[src/rtl/clk_div_ctrl.sv]
// Run-time programmable clock divider controller: start/stop sequencing with
// divisor changes that take effect only on period boundaries.
module clk_div_ctrl #(
    parameter int WIDTH       = 8,
    parameter int DEFAULT_DIV = 2
) (
    input  logic             clk,
    input  logic             reset,
    input  logic             start,
    input  logic             stop,
    input  logic             cfg_valid,
    input  logic [WIDTH-1:0] cfg_div,
    output logic             cfg_ready,
    output logic             cfg_err,
    output logic             tick,
    output logic             div_out,
    output logic             busy,
    output logic [WIDTH-1:0] active_div,
    output logic [1:0]       state_dbg
);

    // Handshake: cfg_div transfers on any rising edge where cfg_valid && cfg_ready.
    // cfg_ready only drops while an accepted divisor waits for its period boundary.

    typedef enum logic [1:0] {
        IDLE     = 2'b00,
        RUN      = 2'b01,
        STOPPING = 2'b10
    } state_t;

    localparam logic [WIDTH-1:0] DIV_RESET = WIDTH'(DEFAULT_DIV);
    localparam logic [WIDTH-1:0] DIV_MIN   = WIDTH'(2);
    localparam logic [WIDTH-1:0] ONE       = WIDTH'(1);
    localparam logic [WIDTH:0]   ONE_WIDE  = (WIDTH+1)'(1);

    state_t           state;
    state_t           state_next;
    logic [WIDTH-1:0] cnt;
    logic [WIDTH-1:0] cnt_next;
    logic [WIDTH-1:0] pending_div;
    logic             pending;
    logic             pending_next;
    logic [WIDTH-1:0] div_next;
    logic [WIDTH:0]   half_next;
    logic             wave_next;
    logic             cfg_fire;
    logic             cfg_bad;
    logic             cfg_take;
    logic             at_boundary;

    assign cfg_ready   = !pending;
    assign cfg_fire    = cfg_valid && cfg_ready;
    assign cfg_bad     = cfg_div < DIV_MIN;
    assign cfg_take    = cfg_fire && !cfg_bad;
    assign at_boundary = (state != IDLE) && (cnt == active_div - ONE);
    assign state_dbg   = state;

    always_comb begin
        state_next = state;
        case (state)
            IDLE: begin
                if (start && !stop) state_next = RUN;
            end
            RUN: begin
                if (stop) state_next = STOPPING;
            end
            STOPPING: begin
                if (start && !stop)   state_next = RUN;
                else if (at_boundary) state_next = IDLE;
            end
            default: state_next = IDLE;
        endcase
    end

    // A divisor accepted while idle, or on the final edge of a stop, has no
    // running period to wait for, so it takes effect immediately.
    always_comb begin
        div_next = active_div;
        if (cfg_take && (state == IDLE || state_next == IDLE)) begin
            div_next = cfg_div;
        end else if (at_boundary && pending) begin
            div_next = pending_div;
        end
    end

    always_comb begin
        if (pending) pending_next = !at_boundary;
        else         pending_next = cfg_take && (state != IDLE) && (state_next != IDLE);
    end

    always_comb begin
        if (state == IDLE || state_next == IDLE || at_boundary) cnt_next = '0;
        else                                                    cnt_next = cnt + ONE;
    end

    // Widened by one bit so the half-period stays exact for the largest divisor.
    assign half_next = ({1'b0, div_next} + ONE_WIDE) >> 1;
    assign wave_next = (state_next != IDLE) && ({1'b0, cnt_next} < half_next);

    always_ff @(posedge clk or posedge reset) begin
        if (reset) begin
            state       <= IDLE;
            cnt         <= '0;
            active_div  <= DIV_RESET;
            pending     <= 1'b0;
            pending_div <= DIV_RESET;
            tick        <= 1'b0;
            div_out     <= 1'b0;
            cfg_err     <= 1'b0;
            busy        <= 1'b0;
        end else begin
            state      <= state_next;
            cnt        <= cnt_next;
            active_div <= div_next;
            pending    <= pending_next;
            if (pending_next && !pending) begin
                pending_div <= cfg_div;
            end
            tick    <= at_boundary;
            div_out <= wave_next;
            cfg_err <= cfg_fire && cfg_bad;
            busy    <= (state_next != IDLE);
        end
    end

endmodule

[config.mk]
export PLATFORM = sky130hd
export DESIGN_NAME = clk_div_ctrl
export DESIGN_NICKNAME = d
export VERILOG_FILES = /design/src/rtl/clk_div_ctrl.sv
export SDC_FILE = /design/constraint.sdc
export NUM_CORES = 1
export LEC_CHECK = 0
export CAP_MARGIN = 30
export CORE_UTILIZATION = 50
export DETAILED_ROUTE_END_ITERATION = 16
export PLACE_DENSITY = 0.79
export RECOVER_POWER = 100
export REMOVE_ABC_BUFFERS = 1
export SYNTH_ARGS = -nofsm -noshare
export SYNTH_HDL_FRONTEND = slang
export SYNTH_SLANG_ARGS = --single-unit
[constraint.sdc]
create_clock -name clk -period 5.05 [get_ports clk]
set_input_delay 1.515 -clock clk [delete_from_list [all_inputs] [get_ports clk]]
set_output_delay 1.515 -clock clk [all_outputs]
set_load 0.05 [all_outputs]
=== After elaboration in Yosys (flattened, before gate mapping) ===
Cells that the tools add are included.

* Eq/ne operators: 3
* $lt $le $gt $ge: 2
* Reductions and logical operators: 21
* Add/sub/neg operators: 3
* Multiplexer cells: 9

{| class="wikitable"
|+ Operators with widths
! operator !! count
|-
| 2-to-1 mux 8 bit || 3
|-
| logical AND 1 bit || 11
|-
| adder 8 x 1 -> 9 bit, second input constant || 1
|-
| adder 8 x 1 -> 8 bit, second input constant || 1
|-
| equality test 8 bit || 1
|-
| less-than comparator 8 x 2 -> 1 bit, second input constant || 1
|-
| less-than comparator 8 bit || 1
|-
| 2-to-1 mux 2 bit || 4
|-
| subtractor 8 x 1 -> 8 bit, second input constant || 1
|-
| one-hot mux 2 bit (3 select lines) || 1
|-
| zero test 1 bit || 4
|-
| zero test 2 bit || 2
|-
| nonzero test 2 bit || 2
|-
| equality test 2 x 1 -> 1 bit, second input constant || 1
|-
| equality test 2 bit, second input constant || 1
|-
| logical OR 1 bit || 2
|-
| 2-to-1 mux 1 bit || 1
|}

* Logic and storage cells: 47
* Bits of input ports: 13
* Output and inout port bits: 15
* Flip-flop bits (word level): 31

=== Longest topological paths before layout ===
* Word-level depth: 13
* Gate-level depth with buffers: 18
* Mapped depth without buffers: 17

=== Worst setup path after synthesis ===
Ideal clock, no wire load.

* Path kind: in2reg
* Start: input cfg_div[7]
* End: register div_out
* Data arrival time: 4.032 ns
* Slack: 0.894 ns
* Library setup time: 0.124 ns
* Data required time: 4.926 ns
* Cell stages on the path: 16
* Path buffers: 1
* Path through: nor3_1 -> nand2_1 -> nand3_1 -> or3b_2 -> o22a_1 -> buf_6 -> mux2_2 -> ha_1 -> nand2_1 -> nor3b_2 -> nand3_1 -> ha_1 -> nand3_1 -> o22ai_1 -> nor3_1 -> o31a_1

* Word-level cells in the longest chain between the ends: 8

{| class="wikitable"
|+ RTL lines
! what !! RTL line !! source
|-
| start, declared || 12 || <nowiki>input logic [WIDTH-1:0] cfg_div,</nowiki>
|-
| less-than comparator 8 x 2 -> 1 bit || 53 || <nowiki>assign cfg_bad = cfg_div < DIV_MIN;</nowiki>
|-
| zero test 1 bit || 54 || <nowiki>assign cfg_take = cfg_fire && !cfg_bad;</nowiki>
|-
| logical AND 1 bit || 54 ||
|-
| logical AND 1 bit || 79 || <nowiki>if (cfg_take && (state == IDLE || state_next == IDLE)) begin</nowiki>
|-
| 2-to-1 mux 8 bit || 79 ||
|-
| named net div_next[0] || 43 || <nowiki>logic [WIDTH-1:0] div_next;</nowiki>
|-
| adder 8 x 1 -> 9 bit || 97 || <nowiki>assign half_next = ({1'b0, div_next} + ONE_WIDE) >> 1;</nowiki>
|-
| less-than comparator 8 bit || 98 || <nowiki>assign wave_next = (state_next != IDLE) && ({1'b0, cnt_next} < half_next);</nowiki>
|-
| logical AND 1 bit || 98 ||
|-
| named net wave_next || 45 || <nowiki>logic wave_next;</nowiki>
|-
| end signal, assigned || 120 || <nowiki>div_out <= wave_next;</nowiki>
|-
| end, declared || 16 || <nowiki>output logic div_out,</nowiki>
|}

The timed path passes the listed nets, and every way through them passes these cells.
A chain may end at the register's enable or synchronous reset.

=== Worst setup path after layout ===
* Start: input cfg_div[4]
* End: register div_out

Same word-level chain as after synthesis.

==> results_dict.tcl <==
set metrics [dict create \
    outcome "finished clean" \
    via_count 1423 \
    synthMuxAreaShare_pct 12.7 \
    rsz0062_at_grt "false" \
    postCtsSetupBuffers 0 \
    clockRootBuffer "clkbuf_8" \
    yosys_register_bits 31 \
    ys.flop_type "dfrtp_1" \
    grt_overflow 0 \
    period_share_pct 93.7 \
    clk_pin_slew_ns 0.06 \
    core.rowCount 22 \
    power_density_nw_per_um2 571 \
    drive_gt1_share_pct 15.8 \
    nNetsFinal 231 \
    placed_cells 249 \
    yosysSeqAreaShare_pct 40.6 \
    internal_power_w 0.000714 \
    slew_headroom_pct 38.8 \
    synthToLayoutAreaGrowth_pct 20.1 \
    whs_ns 0.490 \
    die_area_um2 4080 \
    fin_crit_ns 4.73 \
    start_util_pct 52.3 \
    hold_path.class "reg -> reg" \
    ir_worst_vdd_mv 0.315 \
    synthTopCellsByArea "dfrtp_1 38%, mux2_2 8.8%, xnor2_1 6.9%" \
    cp.required_ns 5.27 \
    routed_via_density 5.54 \
    syn_area_um2 1920 \
    num_antenna_cells 0 \
    hold_viol 0 \
    timing.rr.start "active_div[2]" \
    die_y_um 63.9 \
    gp_congestion 0.788 \
    clockBufferDepth 2 \
    tightest_slew_ns 0.918 \
    wl_mm 4.23 \
    critPathBufInv 1 \
    grt_antenna_before_repair 0 \
    synth-simple-area-share_pct 19.1 \
    fmax_mhz 211 \
    first_pass_iters 4 \
    path_cells "dlygate4sd3_1 -> nor4_1 -> nand2_1 -> nand3_1 -> or3b_2 -> o22a_1 -> mux2_1 -> nand3_4 -> nor4bb_4 -> xnor2_1 -> ha_1 -> a21oi_1 -> o22ai_1 -> nor3_1 -> o31a_1" \
    synth_top_area_cell "dfrtp_1" \
    synth_top_area_share_pct 37.9 \
    cp-start-kind "primary input" \
    htreeDepth 2 \
    power_frac_seq_pct 32.2 \
    core_area_um2 3660 \
    grt_pass1_wl_mm 7.12 \
    synth_edf_count 0 \
    crit_arrival_ns 4.95 \
    clock_latency_ns 0.28 \
    avgSynthCellArea_um2 11.0 \
    power.switching_w 0.000600 \
    postCtsResizedCells 0 \
    fin_worst_skew_ns 0.00824 \
    clkPwrFrac_pct 14.2 \
    portBuffers 27 \
    io_pins 28 \
    hpwl_mm 3.39 \
    p_leak_nw 1.03 \
    die_w_um 63.9 \
    critPathSlowestCell "dlygate4sd3_1" \
    synth_compound_area_share_pct 8.30 \
    multi_input_area_um2 1070 \
    avgRoutedWirePerCell_um 16.5 \
    grt_pass1_vias 1548 \
    max_stage_delay_ns 0.58 \
    drcViolationCount 0 \
    tritoncts "yes" \
    crit_start "cfg_div[4]" \
    end_kind "register" \
    drv_slew 0 \
    tns_ns 0 \
    p_comb_share_pct 53.6 \
    drt-initial-drc-count 80 \
    netlist_top_cells_count "29 x dfrtp_1, 17 x nor2_1, 15 x mux2_2, 15 x xnor2_1, 11 x nand3_1" \
    p_sw_share_pct 45.7 \
    fillerInstances 284 \
    crit_family "simple AND/OR/NAND/NOR gates" \
    instances_no_fill 257 \
    yosys.area_share.adder_pct 6.53 \
    cts_buffers 5 \
    track_usage_pct 23.7 \
    holdBufCountCts 0 \
    syn_inst 174 \
    synth_top_family_by_area "simple AND/OR/NAND/NOR gates" \
    cap_violations 0 \
    ant_nets 0 \
    worst-setup-path-type "in -> reg" \
    synth-xor-area-share_pct 10.5 \
    setup_viol 0 \
    yosys.cell_count.top_type "dfrtp_1" \
    async_reset_ff_share_pct 100 \
    synthDistinctLibCells 41 \
    ys_warn_count 0 \
    hold_start "pending" \
    layout.area.seq_um2 778 \
    cp_max_fo 6 \
    grt_max_degree 18 \
    clock-sinks 31 \
]
logic make-up after synthesis:
| logic type | count (synthesis) |
|---|---|
| adder cells (fa/ha/maj) | 10 |
| buffers and inverters | 9 |
| flip-flops | 31 |
| AO/OA/AOI/OAI | 20 |
| multiplexers | 21 |
| XOR/XNOR | 23 |
| AND/OR/NAND/NOR | 60 |
state kept, by name, summed over array words and instances (netlist names):
register / cells
active_div: 8
div_out: 1
pending: 1
cfg_err: 1
cnt: 8
tick: 1
state_dbg: 2
pending_div: 8
busy: 1
final timing paths:
check	slack (ns)	endpoint	cells after the start
max in group asynchronous	2.11	pending_div[5]	3
hold / removal	0.49	cfg_err	1
min in group asynchronous	1.72	busy	2
hold reg to reg	0.49	cfg_err	1
setup / recovery	0.32	div_out	15
setup reg to reg	0.73	div_out	14
cell usage in the layout, fill, tap and decap left out, types with 2 or more instances in the layout:
master and n:
a21oi_1 8, and3_1 3, clkbuf_1 3, clkbuf_8 5, clkdlybuf4s50_1 9, dfrtp_1 29
dfstp_2 2, dlygate4sd3_1 18, ha_1 10, inv_1 7, mux2_1 3, mux2_2 14
mux2i_1 3, nand2_1 6, nand2b_1 2, nand3_1 11, nor2_1 17, nor2b_1 2
nor3_1 3, nor3b_1 3, nor4_1 2, o21ai_0 3, or3_1 3, xnor2_1 15
xor2_1 8
per-layer routing:
| layer | up-vias | GRT usage [%] | part of all wire (%) | wire (µm) |
|---|---|---|---|---|
| met4 | 0 | 9.94 | 2.1 | 89 |
| met2 | 36 | 40.3 | 49 | 2080 |
| li1 | 688 | - | - | - |
| met3 | 8 | 5.89 | 3.3 | 139 |
| met5 | - | 0 | 0 | 0 |
| met1 | 691 | 28.2 | 45 | 1920 |
per-stage QoR:
stage / util, % / worst slack (ns) / instance area, µm² / total power (W)
2_1_floorplan: - / 0.843 / 1900 / 0.000956
3_3_place_gp: 61.1 / 0.271 / 2240 / 0.00113
3_5_place_dp: 61.9 / 0.142 / 2260 / 0.00117
4_1_cts: 64.1 / 0.433 / 2350 / 0.00136
5_1_grt: 62.8 / 0.113 / 2300 / 0.00140
6_report: 62.8 / 0.320 / 2300 / 0.00131
power groups by stage:
stage               combinational, W  sequential, W  clock, W
floorplan                   0.000430       0.000527         0
global placement            0.000712       0.000420         0
detailed placement          0.000741       0.000427         0
CTS                         0.000743       0.000423  0.000192
global route                0.000759       0.000433  0.000205
finish                      0.000704       0.000423  0.000187
cell type report:
| class | instances | area share (%) |
|---|---|---|
| Multi-Input combinational cell | 134 | 46.6 |
| Clock inverter | 1 | 0.218 |
| Tap cell | 48 | 2.61 |
| Clock buffer | 7 | 3.32 |
| Inverter | 7 | 1.14 |
| Sequential cell | 31 | 33.8 |
| Timing Repair Buffer | 29 | 12.2 |
Note: power is estimated with default switching activity, not from simulation.
